## src/rtl/gpio_pkg.sv

```systemverilog
`default_nettype none
// ============================================================================
// Module   : gpio_pkg
// Brief    : Shared definitions for the GPIO bus arbiter: register offsets,
//            FSM state encoding and the address legality check.
// Revision : 1.0 - initial release
// ============================================================================
package gpio_pkg;

    // GPIO register offsets (word aligned, within the low 4 address bits)
    localparam logic [3:0] c_OFF_DATA  = 4'h0;
    localparam logic [3:0] c_OFF_DIR   = 4'h4;
    localparam logic [3:0] c_OFF_INPUT = 4'h8;

    // Arbiter FSM states, explicitly encoded
    typedef enum logic [1:0] {
        ST_IDLE  = 2'd0,
        ST_ISSUE = 2'd1,
        ST_WAIT  = 2'd2,
        ST_RESP  = 2'd3
    } gpio_state_e;

    // An address is legal when everything above bit 3 is zero and the low
    // nibble hits one of the three register offsets. The caller reduces the
    // upper bits so this works for any address width.
    function automatic logic gpio_addr_legal(input logic i_upper_zero,
                                             input logic [3:0] i_low);
        return i_upper_zero &&
               ((i_low == c_OFF_DATA) || (i_low == c_OFF_DIR) ||
                (i_low == c_OFF_INPUT));
    endfunction

endpackage
`default_nettype wire

```

## src/rtl/gpio_rr_arb.sv

```systemverilog
`default_nettype none
// ============================================================================
// Module   : gpio_rr_arb
// Brief    : Combinational round-robin grant. Searches the request vector
//            starting at the priority pointer, ascending with wrap-around,
//            and returns a one-hot grant (all zero when nothing requests).
// Revision : 1.0 - initial release
// ============================================================================
module gpio_rr_arb #(
    parameter int NUM_REQ = 2,
    parameter int IW      = 1
) (
    input  logic [NUM_REQ-1:0] i_req,
    input  logic [IW-1:0]      i_ptr,
    output logic [NUM_REQ-1:0] o_gnt
);

    int   w_ptr;
    logic w_found;

    // Walk offsets 0..NUM_REQ-1 from the pointer; first asserted request wins.
    always_comb begin
        o_gnt   = '0;
        w_found = 1'b0;
        w_ptr   = int'(i_ptr);
        for (int k = 0; k < NUM_REQ; k++) begin
            for (int i = 0; i < NUM_REQ; i++) begin
                if (!w_found && i_req[i] &&
                    ((w_ptr + k == i) || (w_ptr + k == i + NUM_REQ))) begin
                    o_gnt[i] = 1'b1;
                    w_found  = 1'b1;
                end
            end
        end
    end

endmodule
`default_nettype wire

```

## src/rtl/gpio_bus_arb.sv

```systemverilog
`default_nettype none
// ============================================================================
// Module   : gpio_bus_arb
// Brief    : Round-robin arbiter that lets NUM_REQ requesters share one GPIO
//            register port. One access in flight at a time:
//            IDLE (grant) -> ISSUE (strobe) -> [WAIT (read data)] -> RESP.
// Revision : 1.0 - initial release
// ============================================================================
module gpio_bus_arb
    import gpio_pkg::*;
#(
    parameter int NUM_REQ = 2,
    parameter int AW      = 32
) (
    input  logic                  clk_i,
    input  logic                  rst_i,
    input  logic [NUM_REQ-1:0]    req_valid_i,
    output logic [NUM_REQ-1:0]    req_ready_o,
    input  logic [NUM_REQ-1:0]    req_we_i,
    input  logic [NUM_REQ*AW-1:0] req_addr_i,
    input  logic [NUM_REQ*AW-1:0] req_wdata_i,
    output logic [NUM_REQ-1:0]    rsp_valid_o,
    output logic [AW-1:0]         rsp_rdata_o,
    output logic                  rsp_err_o,
    output logic [AW-1:0]         addr_o,
    output logic [AW-1:0]         wdata_o,
    output logic                  we_o,
    output logic                  re_o,
    input  logic [AW-1:0]         rdata_i,
    output logic                  busy_o
);

    localparam int IW = $clog2(NUM_REQ);

    gpio_state_e        r_state;
    gpio_state_e        w_next;
    logic [IW-1:0]      r_ptr;
    logic [IW-1:0]      r_owner;
    logic               r_we;
    logic               r_err;
    logic [AW-1:0]      r_addr;
    logic [AW-1:0]      r_wdata;
    logic [AW-1:0]      r_rdata;

    logic [NUM_REQ-1:0] w_gnt;
    logic               w_hs;
    logic               w_legal;
    logic [IW-1:0]      w_sel_idx;
    logic               w_sel_we;
    logic [AW-1:0]      w_sel_addr;
    logic [AW-1:0]      w_sel_wdata;

    gpio_rr_arb #(
        .NUM_REQ (NUM_REQ),
        .IW      (IW)
    ) u_rr_arb (
        .i_req (req_valid_i),
        .i_ptr (r_ptr),
        .o_gnt (w_gnt)
    );

    // Ready is only ever the grant and only in IDLE, so this is the handshake.
    assign w_hs    = |(req_valid_i & req_ready_o);
    assign w_legal = gpio_addr_legal((r_addr >> 4) == '0, r_addr[3:0]);

    // Select the granted requester's command fields (grant is one-hot).
    always_comb begin
        w_sel_idx   = '0;
        w_sel_we    = 1'b0;
        w_sel_addr  = '0;
        w_sel_wdata = '0;
        for (int i = 0; i < NUM_REQ; i++) begin
            if (w_gnt[i]) begin
                w_sel_idx   = IW'(i);
                w_sel_we    = req_we_i[i];
                w_sel_addr  = req_addr_i[i*AW +: AW];
                w_sel_wdata = req_wdata_i[i*AW +: AW];
            end
        end
    end

    // State register.
    always_ff @(posedge clk_i) begin
        if (rst_i) begin
            r_state <= ST_IDLE;
        end else begin
            r_state <= w_next;
        end
    end

    // Next-state logic: reads detour through WAIT for the GPIO read data.
    always_comb begin
        w_next = r_state;
        case (r_state)
            ST_IDLE:  w_next = w_hs ? ST_ISSUE : ST_IDLE;
            ST_ISSUE: w_next = (w_legal && !r_we) ? ST_WAIT : ST_RESP;
            ST_WAIT:  w_next = ST_RESP;
            ST_RESP:  w_next = ST_IDLE;
            default:  w_next = ST_IDLE;
        endcase
    end

    // Capture the accepted command, advance the pointer, record error/read data.
    always_ff @(posedge clk_i) begin
        if (rst_i) begin
            r_ptr   <= '0;
            r_owner <= '0;
            r_we    <= 1'b0;
            r_err   <= 1'b0;
            r_addr  <= '0;
            r_wdata <= '0;
            r_rdata <= '0;
        end else begin
            case (r_state)
                ST_IDLE: begin
                    if (w_hs) begin
                        r_owner <= w_sel_idx;
                        r_we    <= w_sel_we;
                        r_addr  <= w_sel_addr;
                        r_wdata <= w_sel_wdata;
                        r_rdata <= '0;
                        r_err   <= 1'b0;
                        r_ptr   <= (w_sel_idx == IW'(NUM_REQ-1)) ? '0 : w_sel_idx + 1'b1;
                    end
                end
                ST_ISSUE: r_err   <= !w_legal;
                ST_WAIT:  r_rdata <= rdata_i;
                default: ;
            endcase
        end
    end

    // Outputs decoded from state; everything is forced low while reset is held.
    always_comb begin
        req_ready_o = '0;
        rsp_valid_o = '0;
        rsp_rdata_o = '0;
        rsp_err_o   = 1'b0;
        addr_o      = '0;
        wdata_o     = '0;
        we_o        = 1'b0;
        re_o        = 1'b0;
        busy_o      = 1'b0;
        if (!rst_i) begin
            busy_o = (r_state != ST_IDLE);
            case (r_state)
                ST_IDLE: req_ready_o = w_gnt;
                ST_ISSUE: begin
                    if (w_legal) begin
                        addr_o  = r_addr;
                        wdata_o = r_wdata;
                        we_o    = r_we;
                        re_o    = !r_we;
                    end
                end
                ST_RESP: begin
                    for (int i = 0; i < NUM_REQ; i++) begin
                        rsp_valid_o[i] = (r_owner == IW'(i));
                    end
                    rsp_err_o = r_err;
                    if (!r_we && !r_err) begin
                        rsp_rdata_o = r_rdata;
                    end
                end
                default: ;
            endcase
        end
    end

endmodule
`default_nettype wire

```

## config.mk

```make
export PLATFORM = sky130hd
export DESIGN_NAME = gpio_bus_arb
export DESIGN_NICKNAME = d
export VERILOG_FILES = /design/src/rtl/gpio_pkg.sv /design/src/rtl/gpio_rr_arb.sv /design/src/rtl/gpio_bus_arb.sv
export SDC_FILE = /design/constraint.sdc
export NUM_CORES = 1
export LEC_CHECK = 0
export CAP_MARGIN = 20
export CORE_ASPECT_RATIO = 0.5
export CORE_UTILIZATION = 42
export DETAILED_ROUTE_END_ITERATION = 8
export GPL_TIMING_DRIVEN = 0
export HOLD_SLACK_MARGIN = 0.05
export PLACE_DENSITY = 0.94
export SYNTH_ARGS = -nofsm -noshare
export SYNTH_HDL_FRONTEND = slang
export SYNTH_SLANG_ARGS = --single-unit
```

## constraint.sdc

```tcl
create_clock -name clk_i -period 3.7 [get_ports clk_i]
set_input_delay 1.11 -clock clk_i [delete_from_list [all_inputs] [get_ports clk_i]]
set_output_delay 1.11 -clock clk_i [all_outputs]
set_load 0.005 [all_outputs]
```

==> results of run 1 <==
synth_stat cells:
cell type and instances:
clkbuf_2 3, conb_1 1, buf_2 13, nand2b_4 1, inv_1 6, o21ai_1 1, o21a_1 1, nor3_1 66
buf_4 30, nand2_1 32, nand4_1 2, or2_1 1, a21boi_0 1, a21oi_1 34, and2_2 10, a311oi_1 1
buf_1 7, a211oi_1 3, o21ai_0 1, nand3_1 33, nor4_1 8, dfxtp_1 102, a21boi_1 1, and2_1 57
nor2_1 72, nand2b_1 3, clkbuf_1 33, o211ai_1 1, or2_2 1, ha_1 4, nor2b_1 3, a221oi_1 65
nor4b_4 1
how the worst max path moves through the flow:
stage	startpoint	slack, ns	to
after detailed placement	req_valid_i[0]	-0.83	req_ready_o[0]
after CTS	req_valid_i[1]	0.008	req_ready_o[1]
after global routing	r_addr[5]$_SDFFE_PP0P_	-0.06	wdata_o[19]
after global placement	req_valid_i[0]	-0.76	req_ready_o[0]
final	r_addr[5]$_SDFFE_PP0P_	0.04	wdata_o[19]
after floorplan	rst_i	0.49	rsp_rdata_o[10]
cells by family after synthesis:
logic type,count (synthesis)
compound gates,109
fa+ha+maj,4
buf+inv,92
flops,102
other cells,1
simple gates,290
sequential cells by signal, indices dropped and copies added (netlist names):
signal	count
r_addr	32
r_err	1
r_owner	1
r_ptr	1
r_rdata	32
r_state	2
r_wdata	32
r_we	1
critical path, delay by kind of cell, from the launching register on:
family | cells | cell delay [ns]
buffers and inverters | 4 | 0.97
flip-flops | 1 | 0.33
AND/OR/NAND/NOR | 4 | 0.89
report_power, final:
group / switching (mW) / internal, mW / leakage, nW
registers: 0.0741 / 1.20 / 0.837
logic: 0.380 / 0.364 / 2.86
clock network: 0.409 / 0.559 / 0.152
routing by layer:
layer | vias to the layer above | wire length, um | global-route usage, %
met2 | 340 | 8996 | 51.77
li1 | 2653 | - | -
met4 | 0 | 907 | 18.60
met1 | 2754 | 7240 | 31.83
met5 | - | 0 | 0
met3 | 99 | 1244 | 6.313
repair_timing:
action | 4_1_cts | 5_1_grt
resized for setup | 51 | 55
buffers inserted | 10 | 6
pin swaps | 5 | 5
endpoints found under the setup margin | 71 | 55
cloned | 1 | 1
hold buffers | 0 | 0
final cells by class:
| type | count | area (um^2) |
|---|---|---|
| plain buffers | 85 | 528.0 |
| clock buffers | 12 | 256.5 |
| clock inverters | 4 | 45.04 |
| fillers | 759 | 2900 |
| inverters | 6 | 22.52 |
| multi-input cells | 433 | 2534 |
| flip-flops and latches | 102 | 2046 |
| well taps | 145 | 181.4 |
| repair buffers | 256 | 2601 |
==> impl_metrics.yaml, run 1 <==
run_status:
  status: "complete, no violations"
power:
  powerDensity_mw_per_mm2: 364.0
  ir_drop_v: 0.0002268
  p_leak_nw: 3.854
  total_power_mw: 2.990
finish:
  drive_above_1_share_pct: 12.69
  final_cells: 1043
  fin_nets: 1063
  n_antenna_cell: 0
  fin_area_mm2: 0.008214
  layout_common_cells: "185 x clkdlybuf4s50_1, 99 x dfxtp_1, 72 x nor2_1"
  final_common_cell: "clkdlybuf4s50_1"
  fin_util_pct: 73.91
  area_growth_pct: 69.29
worst_setup_path:
  end_kind: "primary output"
  cp-start-kind: "flip-flop"
  critPathMaxFanout: 10
  arrival_ns: 2.55
  crit_path_cell_trace: "nor4_2, nand4_1, buf_4, nor4b_4, buf_6, buf_8, and2_2, clkdlybuf4s50_1"
  reg2reg_to: "r_addr[21]$_SDFFE_PP0P_"
  r2r_start: "r_state[0]$_SDFF_PP0_"
  r2r_setup_slack_ns: 1.42
  reg2reg_depth: 8
  cp_slowest_stage_delay_ns: 0.48
  crit_required_ns: 2.59
  critPathKind: "flip-flop to primary output"
  crit_path_top_delay_cell: "clkdlybuf4s50_1"
min_path:
  whs_endpoint: "r_rdata[10]$_SDFFE_PP0P_"
  hp-start: "r_rdata[10]$_SDFFE_PP0P_"
  hold_depth: 2
  hold_class: "flip-flop to flip-flop"
clock_network:
  clock_latency_ns: 0.35
  htree_levels: 3
  cts_made_buffers: 9
  cts_buffer_depth: 2
  clkTransAtPathRegs_ns: 0.07
  root_buffer: "clkbuf_16"
  cts_num_sinks: 102
  cts_tree: "yes"
yosys:
  ys_top_cells_by_area: "dfxtp_1 42%, a221oi_1 12%, and2_1 7.3%, nor3_1 6.8%, nor2_1 5.6%"
  synth_area_mm2: 0.004852
  yosys.area.top_type: "dfxtp_1"
  synthCells: 598
  synth-seq-cells: 102
  synth_area_per_cell_um2: 8.114
  synth_fa_ha_area_share_pct: 1.031
  seq_area_frac_synth_pct: 42.08
  synth-simple-area-share_pct: 30.25
  ys_types: 33
  synth_xor_area_share_pct: 0
  synth_top_family_by_area: "simple AND/OR/NAND/NOR gates"
  synth_compound_area_share_pct: 16.71
  netlist.area_leader.share_pct: 42.08
  synthMuxAreaShare_pct: 0
  yosysWarningCount: 0
sta:
  slew_headroom_pct: 62.03
  fin_crit_sh_pct: 98.82
  hold_viol: 0
  fmax_mhz: 273.5
  whs_ns: 0.4473
  min_period_ns: 3.656
  worst_slack_ns: 0.04367
  worst_pin_slew_ns: 0.5695
  finalSetupViolCount: 0
  fin_worst_skew_ns: 0.005373
  tns_ns: 0
  slew_violations: 0
placement:
  place_congestion: 0.9145
  place_ws_ns: -0.8298
  postPlaceCellArea_mm2: 0.007525
  hpwlAfterDp_um: 12660
  placed_cells: 1010
  io_buffer_count: 238
drt:
  wire_per_inst_um: 17.63
  final_antenna_net_count: 0
  drc: 0
  initialDrtViolationCount: 426
  num_vias: 5846
  avgViaCountPerCell: 5.605
  first_pass_iters: 5
  wirelength_um: 18390
flow_run:
  drv_cap: 0
floorplan:
  die_w_um: 154.0
  num_rows: 27
  dieArea_mm2: 0.01201
  floorplan.initialDensity_pct: 43.66
  ios: 270
  die_h_um: 78
  coreArea_mm2: 0.01111
grt:
  track_usage_pct: 29.07
  grt_max_degree: 20
  grt_pass1_wl_um: 27520
  antenna_found_initial: 0
  grt_pass1_vias: 5583
  grt.overflow.total: 0
No activity file was read; power rests on OpenSTA's default activity.
==> inputs of run 2 (changes only) <==
- CTS_CLUSTER_SIZE: not set -> 16
==> results of run 2 <==
Same layout as run 1: the final DEF is identical, and so are final timing and power.
==> inputs of run 3 (changes only) <==
- CORE_UTILIZATION: 42 -> 35
- PLACE_DENSITY: 0.94 -> 0.85
- clock period: 3.7 -> 3 ns (I/O delays scaled with it)
==> impl_metrics.yaml, run 3 (synthesis results as in run 1) <==
worst_setup_path:
  end_kind: "primary output"
  critPathMaxFanout: 3
  arrival_ns: 2.38
  crit_required_ns: 2.10
  cp-start-kind: "flip-flop"
  critPathKind: "flip-flop to primary output"
clock_network:
  cts_num_sinks: 102
  clkTransAtPathRegs_ns: 0.07
  root_buffer: "clkbuf_16"
  clock_latency_ns: 0.34
  cts_buffer_depth: 2
  cts_made_buffers: 9
  cts_hold_buf: 0
  cts_tree: "yes"
  htree_levels: 3
sta:
  fmax_mhz: 304.9
  min_period_ns: 3.280
  fin_crit_sh_pct: 109.3
  slew_headroom_pct: 65.03
  worst_pin_slew_ns: 0.5211
  finalSetupViolCount: 36
  hold_viol: 0
  rsz0062_at_grt: "true"
  slew_violations: 0
  fin_worst_skew_ns: 0.006827
  worst_slack_ns: -0.2800
grt:
  grt_max_degree: 20
  grt.overflow.total: 0
  antenna_found_initial: 0
  grt_pass1_vias: 5388
  grt_pass1_wl_um: 27480
  track_usage_pct: 24.45
drt:
  avgViaCountPerCell: 5.180
  initialDrtViolationCount: 376
  first_pass_iters: 5
  wirelength_um: 18620
  final_antenna_net_count: 0
  wire_per_inst_um: 16.97
  num_vias: 5682
  drc: 0
finish:
  n_antenna_cell: 0
  area_growth_pct: 72.72
  multi_input_area_mm2: 0.002626
  drive_above_1_share_pct: 21.19
  top_regs: "r_addr x32, r_rdata x32, r_wdata x32"
  layout_common_cells: "166 x clkdlybuf4s50_1, 99 x dfxtp_1, 72 x nor2_1"
  final_common_cell: "clkdlybuf4s50_1"
  fin_util_pct: 63.98
  fillers: 1086
  fin_nets: 1077
  final_cells: 1097
  seq_area_mm2: 0.002046
power:
  p_leak_nw: 3.454
  ir_drop_v: 0.0002672
  powerDensity_mw_per_mm2: 432.0
run_status:
  status: "complete, but fails checks"
  violations: "setup timing"
floorplan:
  floorplan.initialDensity_pct: 37.04
  ios: 270
  die_h_um: 85.26
  coreArea_mm2: 0.01310
  num_rows: 29
  die_w_um: 168.5
  dieArea_mm2: 0.01437
placement:
  place_ws_ns: -1.113
  place_congestion: 0.8226
  hpwlAfterDp_um: 13150
  placed_cells: 1051
  io_buffer_count: 238
flow_run:
  drv_cap: 0
min_path:
  hold_class: "flip-flop to flip-flop"
## run 3: cell count changes in the layout (fill, tap and decap cells not counted), sizes merged
cell           change
buf               +56
dlymetal6s2s      -35
clkdlybuf4s50     -19
dlygate4sd2        +7
clkdlybuf4s15      +6
clkbuf             -2
bufinv             -1
clkinvlp           +1
## run 3: through the flow
stage	TNS [ns]	area, um^2	hold WS, ns	total power [mW]
floorplan	0	4961	0.4273	2.039
global placement	-43.44	7576	0.4340	2.398
detailed placement	-44.57	7576	0.4387	2.428
CTS	-4.256	8135	0.4483	3.552
global route	-9.342	8381	0.4676	3.787
finish	-6.866	8381	0.4434	3.620
## run 3: area by class of cell
class / instances / area share, %
inverters: 6 / 0.2687
multi-input cells: 433 / 31.34
well taps: 186 / 2.777
repair buffers: 273 / 31.83
clock buffers: 11 / 3.016
flip-flops and latches: 102 / 24.41
clock inverters: 4 / 0.2687
plain buffers: 82 / 6.091
## run 3: metal layers
| metal | share of wire [%] | vias to the layer above | global-route usage [%] |
|---|---|---|---|
| met5 | 0 | - | 0 |
| met3 | 5.3 | 63 | 4.804 |
| met4 | 4.0 | 0 | 9.339 |
| met1 | 41 | 2672 | 29.00 |
| met2 | 50 | 266 | 44.02 |
| li1 | - | 2681 | - |
## run 3: worst max-delay path, cell delays in order, from the launching register on
cell and delay (ns):
dfxtp_1 0.34, nor4_2 0.35, nand4_1 0.26, nor4b_4 0.28
buf_4 0.19, buf_12 0.11, buf_8 0.09, buf_6 0.10
buf_6 0.09, and2_4 0.13, buf_6 0.09
## run 3: what timing repair did
action / in CTS / in global routing
resized for setup: 281 / 52
cloned: 3 / 0
pin swaps: 23 / 14
buffers inserted: 23 / 12
setup endpoints to repair: 71 / 55
## run 3: worst paths after layout
| check | depth (start not counted) | endpoint | slack, ns | from |
|---|---|---|---|---|
| max | 10 | wdata_o[5] | -0.28 | r_addr[23]$_SDFFE_PP0P_ |
| min | 2 | r_rdata[0]$_SDFFE_PP0P_ | 0.44 | r_rdata[0]$_SDFFE_PP0P_ |
| max reg2reg | 8 | r_we$_SDFFE_PP0P_ | 0.70 | r_state[1]$_SDFF_PP0_ |
| min reg2reg | 2 | r_rdata[0]$_SDFFE_PP0P_ | 0.44 | r_rdata[0]$_SDFFE_PP0P_ |
## run 3: where the power goes
| group | leakage, nW | switching [mW] | internal (mW) | total [mW] |
|---|---|---|---|---|
| Combinational | 2.48 | 0.466 | 0.468 | 0.934 |
| Sequential | 0.837 | 0.0986 | 1.49 | 1.58 |
| Clock | 0.137 | 0.503 | 0.599 | 1.10 |
| Total | 3.45 | 1.07 | 2.55 | 3.62 |
